**src/rtl/decode_stage_pkg.sv**
```systemverilog
// Shared RV32I decode definitions: opcodes, op-class and ALU-op codes, and the
// control decoder used by the decode stage (also visible to execute).
package decode_stage_pkg;

  localparam logic [6:0] OPC_LUI    = 7'b0110111;
  localparam logic [6:0] OPC_AUIPC  = 7'b0010111;
  localparam logic [6:0] OPC_JAL    = 7'b1101111;
  localparam logic [6:0] OPC_JALR   = 7'b1100111;
  localparam logic [6:0] OPC_BRANCH = 7'b1100011;
  localparam logic [6:0] OPC_LOAD   = 7'b0000011;
  localparam logic [6:0] OPC_STORE  = 7'b0100011;
  localparam logic [6:0] OPC_OPIMM  = 7'b0010011;
  localparam logic [6:0] OPC_OP     = 7'b0110011;

  localparam logic [2:0] CLS_ALU_R  = 3'd0;
  localparam logic [2:0] CLS_ALU_I  = 3'd1;
  localparam logic [2:0] CLS_LOAD   = 3'd2;
  localparam logic [2:0] CLS_STORE  = 3'd3;
  localparam logic [2:0] CLS_BRANCH = 3'd4;
  localparam logic [2:0] CLS_JAL    = 3'd5;
  localparam logic [2:0] CLS_JALR   = 3'd6;
  localparam logic [2:0] CLS_UPPER  = 3'd7;

  localparam logic [3:0] ALU_ADD    = 4'd0;
  localparam logic [3:0] ALU_SUB    = 4'd1;
  localparam logic [3:0] ALU_SLL    = 4'd2;
  localparam logic [3:0] ALU_SLT    = 4'd3;
  localparam logic [3:0] ALU_SLTU   = 4'd4;
  localparam logic [3:0] ALU_XOR    = 4'd5;
  localparam logic [3:0] ALU_SRL    = 4'd6;
  localparam logic [3:0] ALU_SRA    = 4'd7;
  localparam logic [3:0] ALU_OR     = 4'd8;
  localparam logic [3:0] ALU_AND    = 4'd9;
  localparam logic [3:0] ALU_PASS_B = 4'd10;

  localparam logic [2:0] IMM_R = 3'd0;
  localparam logic [2:0] IMM_I = 3'd1;
  localparam logic [2:0] IMM_S = 3'd2;
  localparam logic [2:0] IMM_B = 3'd3;
  localparam logic [2:0] IMM_U = 3'd4;
  localparam logic [2:0] IMM_J = 3'd5;

  typedef struct packed {
    logic [2:0] op_class;
    logic [3:0] alu_op;
    logic [2:0] fmt;
    logic       use_rs1;
    logic       use_rs2;
    logic       wen_class;
    logic       illegal;
  } dec_t;

  typedef struct packed {
    logic [31:0] pc;
    logic [31:0] rs1_data;
    logic [31:0] rs2_data;
    logic [31:0] imm;
    logic [4:0]  rs1;
    logic [4:0]  rs2;
    logic [4:0]  rd;
    logic        rd_wen;
    logic [3:0]  alu_op;
    logic [2:0]  op_class;
    logic [2:0]  funct3;
    logic        illegal;
  } id_ex_t;

  // Immediate-form shifts never become SUB; only register-form honours funct7[5] on ADD.
  function automatic logic [3:0] alu_from_f3(input logic [2:0] f3, input logic f7b5,
                                             input logic is_reg);
    case (f3)
      3'd0:    alu_from_f3 = (is_reg && f7b5) ? ALU_SUB : ALU_ADD;
      3'd1:    alu_from_f3 = ALU_SLL;
      3'd2:    alu_from_f3 = ALU_SLT;
      3'd3:    alu_from_f3 = ALU_SLTU;
      3'd4:    alu_from_f3 = ALU_XOR;
      3'd5:    alu_from_f3 = f7b5 ? ALU_SRA : ALU_SRL;
      3'd6:    alu_from_f3 = ALU_OR;
      default: alu_from_f3 = ALU_AND;
    endcase
  endfunction

  function automatic dec_t decode(input logic [31:0] instr);
    dec_t d;
    d.op_class  = CLS_ALU_R;
    d.alu_op    = ALU_ADD;
    d.fmt       = IMM_R;
    d.use_rs1   = 1'b0;
    d.use_rs2   = 1'b0;
    d.wen_class = 1'b0;
    d.illegal   = 1'b0;
    case (instr[6:0])
      OPC_OP: begin
        d.alu_op  = alu_from_f3(instr[14:12], instr[30], 1'b1);
        d.use_rs1 = 1'b1; d.use_rs2 = 1'b1; d.wen_class = 1'b1;
      end
      OPC_OPIMM: begin
        d.op_class = CLS_ALU_I; d.fmt = IMM_I;
        d.alu_op   = alu_from_f3(instr[14:12], instr[30], 1'b0);
        d.use_rs1  = 1'b1; d.wen_class = 1'b1;
      end
      OPC_LOAD: begin
        d.op_class = CLS_LOAD; d.fmt = IMM_I; d.use_rs1 = 1'b1; d.wen_class = 1'b1;
      end
      OPC_STORE: begin
        d.op_class = CLS_STORE; d.fmt = IMM_S; d.use_rs1 = 1'b1; d.use_rs2 = 1'b1;
      end
      OPC_BRANCH: begin
        d.op_class = CLS_BRANCH; d.fmt = IMM_B; d.use_rs1 = 1'b1; d.use_rs2 = 1'b1;
      end
      OPC_JAL: begin
        d.op_class = CLS_JAL; d.fmt = IMM_J; d.wen_class = 1'b1;
      end
      OPC_JALR: begin
        d.op_class = CLS_JALR; d.fmt = IMM_I; d.use_rs1 = 1'b1; d.wen_class = 1'b1;
      end
      OPC_LUI: begin
        d.op_class = CLS_UPPER; d.fmt = IMM_U; d.alu_op = ALU_PASS_B; d.wen_class = 1'b1;
      end
      OPC_AUIPC: begin
        d.op_class = CLS_UPPER; d.fmt = IMM_U; d.wen_class = 1'b1;
      end
      default: d.illegal = 1'b1;
    endcase
    return d;
  endfunction

endpackage

```
**src/rtl/decode_stage_imm_gen.sv**
```systemverilog
// RV32I immediate generator: sign-extends from bit 31; R-type yields zero.
module imm_gen
  import decode_stage_pkg::*;
(
  input  logic [31:0] instr,
  input  logic [2:0]  fmt,
  output logic [31:0] imm
);

  always_comb begin
    case (fmt)
      IMM_I:   imm = {{20{instr[31]}}, instr[31:20]};
      IMM_S:   imm = {{20{instr[31]}}, instr[31:25], instr[11:7]};
      IMM_B:   imm = {{19{instr[31]}}, instr[31], instr[7], instr[30:25], instr[11:8], 1'b0};
      IMM_U:   imm = {instr[31:12], 12'b0};
      IMM_J:   imm = {{11{instr[31]}}, instr[31], instr[19:12], instr[20], instr[30:21], 1'b0};
      default: imm = '0;
    endcase
  end

endmodule

```
**src/rtl/decode_stage.sv**
```systemverilog
// RV32I decode stage: decodes the fetched word, reads operands and fills the
// ID/EX register with load-use bubble insertion and flush handling.
module decode_stage
  import decode_stage_pkg::*;
(
  input  logic        clk,
  input  logic        rst_n,
  input  logic        IF_valid,
  output logic        IF_ready,
  input  logic [31:0] IF_instr,
  input  logic [31:0] IF_pc,
  input  logic        ID_flush,
  output logic [4:0]  REGS_rdaddr1,
  output logic [4:0]  REGS_rdaddr2,
  input  logic [31:0] REGS_rddata1,
  input  logic [31:0] REGS_rddata2,
  output logic        EX_valid,
  input  logic        EX_ready,
  output logic [31:0] EX_pc,
  output logic [31:0] EX_rs1_data,
  output logic [31:0] EX_rs2_data,
  output logic [31:0] EX_imm,
  output logic [4:0]  EX_rs1,
  output logic [4:0]  EX_rs2,
  output logic [4:0]  EX_rd,
  output logic        EX_rd_wen,
  output logic [3:0]  EX_alu_op,
  output logic [2:0]  EX_op_class,
  output logic [2:0]  EX_funct3,
  output logic        EX_illegal
);

  dec_t        dec;
  id_ex_t      ex_q, ex_d;
  logic        ex_vld;
  logic [31:0] imm;
  logic        hazard, transfer;

  assign dec          = decode(IF_instr);
  assign REGS_rdaddr1 = IF_instr[19:15];
  assign REGS_rdaddr2 = IF_instr[24:20];

  imm_gen u_imm_gen (
    .instr (IF_instr),
    .fmt   (dec.fmt),
    .imm   (imm)
  );

  // Load-use only counts against rs fields the incoming format really reads.
  assign hazard = ex_vld && (ex_q.op_class == CLS_LOAD) && (ex_q.rd != 5'd0) && IF_valid &&
                  ((dec.use_rs1 && (ex_q.rd == IF_instr[19:15])) ||
                   (dec.use_rs2 && (ex_q.rd == IF_instr[24:20])));

  assign IF_ready = rst_n && (ID_flush || ((!ex_vld || EX_ready) && !hazard));
  assign transfer = IF_valid && IF_ready && !ID_flush;

  always_comb begin
    ex_d.pc       = IF_pc;
    ex_d.rs1_data = REGS_rddata1;
    ex_d.rs2_data = REGS_rddata2;
    ex_d.imm      = imm;
    ex_d.rs1      = IF_instr[19:15];
    ex_d.rs2      = IF_instr[24:20];
    ex_d.rd       = IF_instr[11:7];
    ex_d.rd_wen   = dec.wen_class && (IF_instr[11:7] != 5'd0);
    ex_d.alu_op   = dec.alu_op;
    ex_d.op_class = dec.op_class;
    ex_d.funct3   = IF_instr[14:12];
    ex_d.illegal  = dec.illegal;
  end

  // Dropping the valid bit also clears the fields forwarding logic keys on.
  always_ff @(posedge clk) begin
    if (!rst_n) begin
      ex_vld <= 1'b0;
      ex_q   <= '0;
    end else if (ID_flush || (!transfer && EX_ready)) begin
      ex_vld       <= 1'b0;
      ex_q.rd_wen  <= 1'b0;
      ex_q.illegal <= 1'b0;
      ex_q.rd      <= '0;
    end else if (transfer) begin
      ex_vld <= 1'b1;
      ex_q   <= ex_d;
    end
  end

  assign EX_valid    = ex_vld;
  assign EX_pc       = ex_q.pc;
  assign EX_rs1_data = ex_q.rs1_data;
  assign EX_rs2_data = ex_q.rs2_data;
  assign EX_imm      = ex_q.imm;
  assign EX_rs1      = ex_q.rs1;
  assign EX_rs2      = ex_q.rs2;
  assign EX_rd       = ex_q.rd;
  assign EX_rd_wen   = ex_q.rd_wen;
  assign EX_alu_op   = ex_q.alu_op;
  assign EX_op_class = ex_q.op_class;
  assign EX_funct3   = ex_q.funct3;
  assign EX_illegal  = ex_q.illegal;

endmodule
```
**config.mk**
```make
export PLATFORM = sky130hd
export DESIGN_NAME = decode_stage
export DESIGN_NICKNAME = d
export VERILOG_FILES = /design/src/rtl/decode_stage_pkg.sv /design/src/rtl/decode_stage_imm_gen.sv /design/src/rtl/decode_stage.sv
export SDC_FILE = /design/constraint.sdc
export NUM_CORES = 1
export LEC_CHECK = 0
export BUFFER_PORTS_ARGS = -buffer_cell sky130_fd_sc_hd__buf_2
export CAP_MARGIN = 20
export CORE_MARGIN = 5
export CORE_UTILIZATION = 47
export DETAILED_ROUTE_END_ITERATION = 10
export GPL_TIMING_DRIVEN = 0
export HOLD_SLACK_MARGIN = 0.12
export PLACE_DENSITY = 0.8
export SKIP_CTS_REPAIR_TIMING = 1
export SLEW_MARGIN = 20
export SYNTH_ARGS = -nofsm -noshare
export SYNTH_HDL_FRONTEND = slang
export SYNTH_SLANG_ARGS = --single-unit
```
**constraint.sdc**
```tcl
create_clock -name clk -period 2.4 [get_ports clk]
set_clock_uncertainty 0.2 [all_clocks]
set_input_delay 0.24 -clock clk [delete_from_list [all_inputs] [get_ports clk]]
set_output_delay 0.24 -clock clk [all_outputs]
set_load 0.005 [all_outputs]
```
==> results_dict.tcl <==
set metrics [dict create \
    synth_warnings 0 \
    arrival_ns 2.69 \
    clock-root-buffer "clkbuf_16" \
    min_period_ns 2.54 \
    power_density_nw_per_um2 586 \
    clock_power_share_pct 42.4 \
    finalHoldViolCount 0 \
    synth.distinct_cells 52 \
    swShare_pct 26.7 \
    die_w_um 128 \
    dr.pass1.iters 6 \
    vdd_ir_drop_max_uv 521 \
    netlist_area_sq_um 6590 \
    cts_max_level 4 \
    finalSetupViolCount 86 \
    syn_to_final_growth_pct 67.4 \
    vias 8439 \
    cp-end-kind "flip-flop" \
    post-route-util_pct 79.7 \
    mostFrequentLayoutCells "buf_2, nand2_1, dfxtp_1" \
    port_buffers 297 \
    synthCells 812 \
    antenna_left 0 \
    fin_nets 1415 \
    worstSetupPathType "flip-flop to flip-flop" \
    routedWlPerCell_um 20.6 \
    violations "negative setup slack" \
    synth-async-reset-ratio_pct 0 \
    yosys.area.top_type "dfxtp_1" \
    cts_buffer_depth 2 \
    place_inst 1289 \
    maxCapViolCount 0 \
    timing.final.crit_share_pct 106 \
    cts_tree "done" \
    leakagePower_nw 5.02 \
    slew_headroom_pct 52.5 \
    placeableCoreArea_sq_um 13800 \
    start_kind "flip-flop" \
    synth-edff-count 0 \
    grt_pass1_vias 6820 \
    synth_seq_area_share_pct 47.4 \
    die_area_sq_um 16500 \
    design.portCount 300 \
    worstPathRequired_ns 2.55 \
    clock_latency_ns 0.42 \
    gr-usage-all-layers_pct 27.4 \
    gp_congestion 0.942 \
    hold_class "input pin to flip-flop" \
    cts_made_buffers 17 \
    slowest_delay_ns 0.53 \
    cp_common_cell "clkbuf_16" \
    path_cells "or4_4, o22a_1, o2111ai_2, buf_6, and2_4, buf_8, clkbuf_16, clkbuf_16, mux2i_1" \
    synth_top_area_share_pct 47.4 \
    viasPerCell 5.72 \
    crit_family "simple AND/OR/NAND/NOR gates" \
    syn_nets 945 \
    switchingPower_mw 1.72 \
    synth.area.top_cells "dfxtp_1, nand3_1, nand2_1, o21ai_0, mux2i_1" \
    worstPathMaxFanout 6 \
    pwr-share-comb_pct 14.9 \
    pwr-share-seq_pct 42.7 \
    grt_setup_unrepaired "yes" \
    path_buf_inv 4 \
    cts.clk_slew.worst_paths_ns 0.07 \
    grt_pass1_wl_mm 35.6 \
    avgSynthCellArea_sq_um 8.11 \
    drtIter0Drc 835 \
    grt_antenna_before_repair 0 \
    max_slew.worst_pin.slew_ns 0.712 \
    die_h_um 128 \
    overflow 0 \
    yosys_register_bits 156 \
    slowest_stage "or4_4" \
    slew_viol_final 0 \
    final_cells 1475 \
    layout_commonest_cell "buf_2" \
    row_count 43 \
    cts_sinks 156 \
    grt_max_degree 17 \
    setup_slack_ns -0.139 \
    diodes 0 \
    drt-total-wl_mm 30.4 \
    ys.flop_type "dfxtp_1" \
    status "finished, violations left" \
    intPower_mw 4.74 \
    dp_hpwl_mm 17.5 \
    post_route_cells_drive_above_1_share_pct 36.9 \
    initial_core_util_pct 47.6 \
    fmax_mhz 394 \
    drc_errors 0 \
]
==> cells in the mapped netlist, types with 2 or more instances <==
library cell	instances
a211oi_1	2
a21boi_0	3
a21o_1	12
a21oi_1	6
a22o_1	4
a22oi_1	3
and2_1	11
and3_1	2
buf_2	3
buf_4	12
buf_6	2
buf_8	3
clkbuf_1	62
dfxtp_1	156
inv_1	2
mux2i_1	35
nand2_1	173
nand2b_1	4
nand3_1	131
nand4_1	3
nor2_1	6
nor2b_1	5
nor3_1	2
o21ai_0	123
o21ai_1	9
o31ai_1	2
or4_1	2
xnor2_1	6
xor2_1	5
==> worst paths after layout <==
path | slack (ns) | startpoint | cells past startpoint | to
hold reg to reg | 0.25 | EX_pc[26]$_SDFFE_PN0P_ | 2 | EX_pc[26]$_SDFFE_PN0P_
hold / removal | 0.10 | IF_instr[22] | 4 | EX_imm[22]$_SDFFE_PN0P_
setup / recovery | -0.14 | EX_rd[3]$_SDFFE_PP0P_ | 9 | EX_imm[28]$_SDFFE_PN0P_
setup reg to reg | -0.14 | EX_rd[3]$_SDFFE_PP0P_ | 9 | EX_imm[28]$_SDFFE_PN0P_
==> power by group through the flow <==
stage	Clock, mW	Sequential, mW	Combinational [mW]
finish	2.74	2.76	0.962
global route	2.86	2.77	1.02
CTS	2.73	2.75	0.616
detailed placement	0	2.81	0.613
global placement	0	2.80	0.606
floorplan	0	2.82	0.257
==> cell type report <==
cell class              count  area, sq um
multi-input cells         571         3310
repair buffers            453         3210
flip-flops and latches    156         3130
fillers                   843         2800
plain buffers              81          553
clock buffers              17          425
well taps                 180          225
clock inverters            15          164
inverters                   2         7.51
==> flip-flops by register name (all words and copies together) (netlist names), 3 cells and up <==
name         count
EX_alu_op        4
EX_rs2           5
EX_op_class      3
EX_pc           32
EX_rs2_data     32
EX_imm          32
EX_rs1           5
EX_rd            5
EX_rs1_data     32
EX_funct3        3
==> tightest hold or removal path, cell delays in order <==
cell     delay, ns
buf_2         0.15
a21o_1        0.17
nand2_1       0.06
mux2i_1       0.06
==> kinds of logic after synthesis <==
logic type | count (synthesis) | synth area share, %
AND/OR/NAND/NOR | 348 | 24.1
AO/OA/AOI/OAI | 177 | 15.3
flip-flops | 156 | 47.4
buffers and inverters | 85 | 6.32
multiplexers | 35 | 5.32
XOR/XNOR | 11 | 1.46
==> stage by stage <==
step	hold slack, ns	power (mW)	setup slack (ns)	instance area (sq um)	TNS (ns)
finish	0.104	6.46	-0.139	11000	-4.66
global route	0.138	6.65	-0.204	11000	-12.45
CTS	-0.178	6.10	-0.540	8890	-31.23
detailed placement	0.240	3.42	-0.461	8300	-47.20
global placement	0.232	3.41	-0.472	8300	-44.97
floorplan	0.170	3.07	0.150	6590	0
==> routing by layer <==
layer | part of all wire [%] | track usage [%]
met3 | 12 | 8.68
met4 | 4.4 | 8.49
met5 | 0 | 0
met1 | 35 | 33.7
met2 | 49 | 46.0
(Power assumes the default switching activity.)
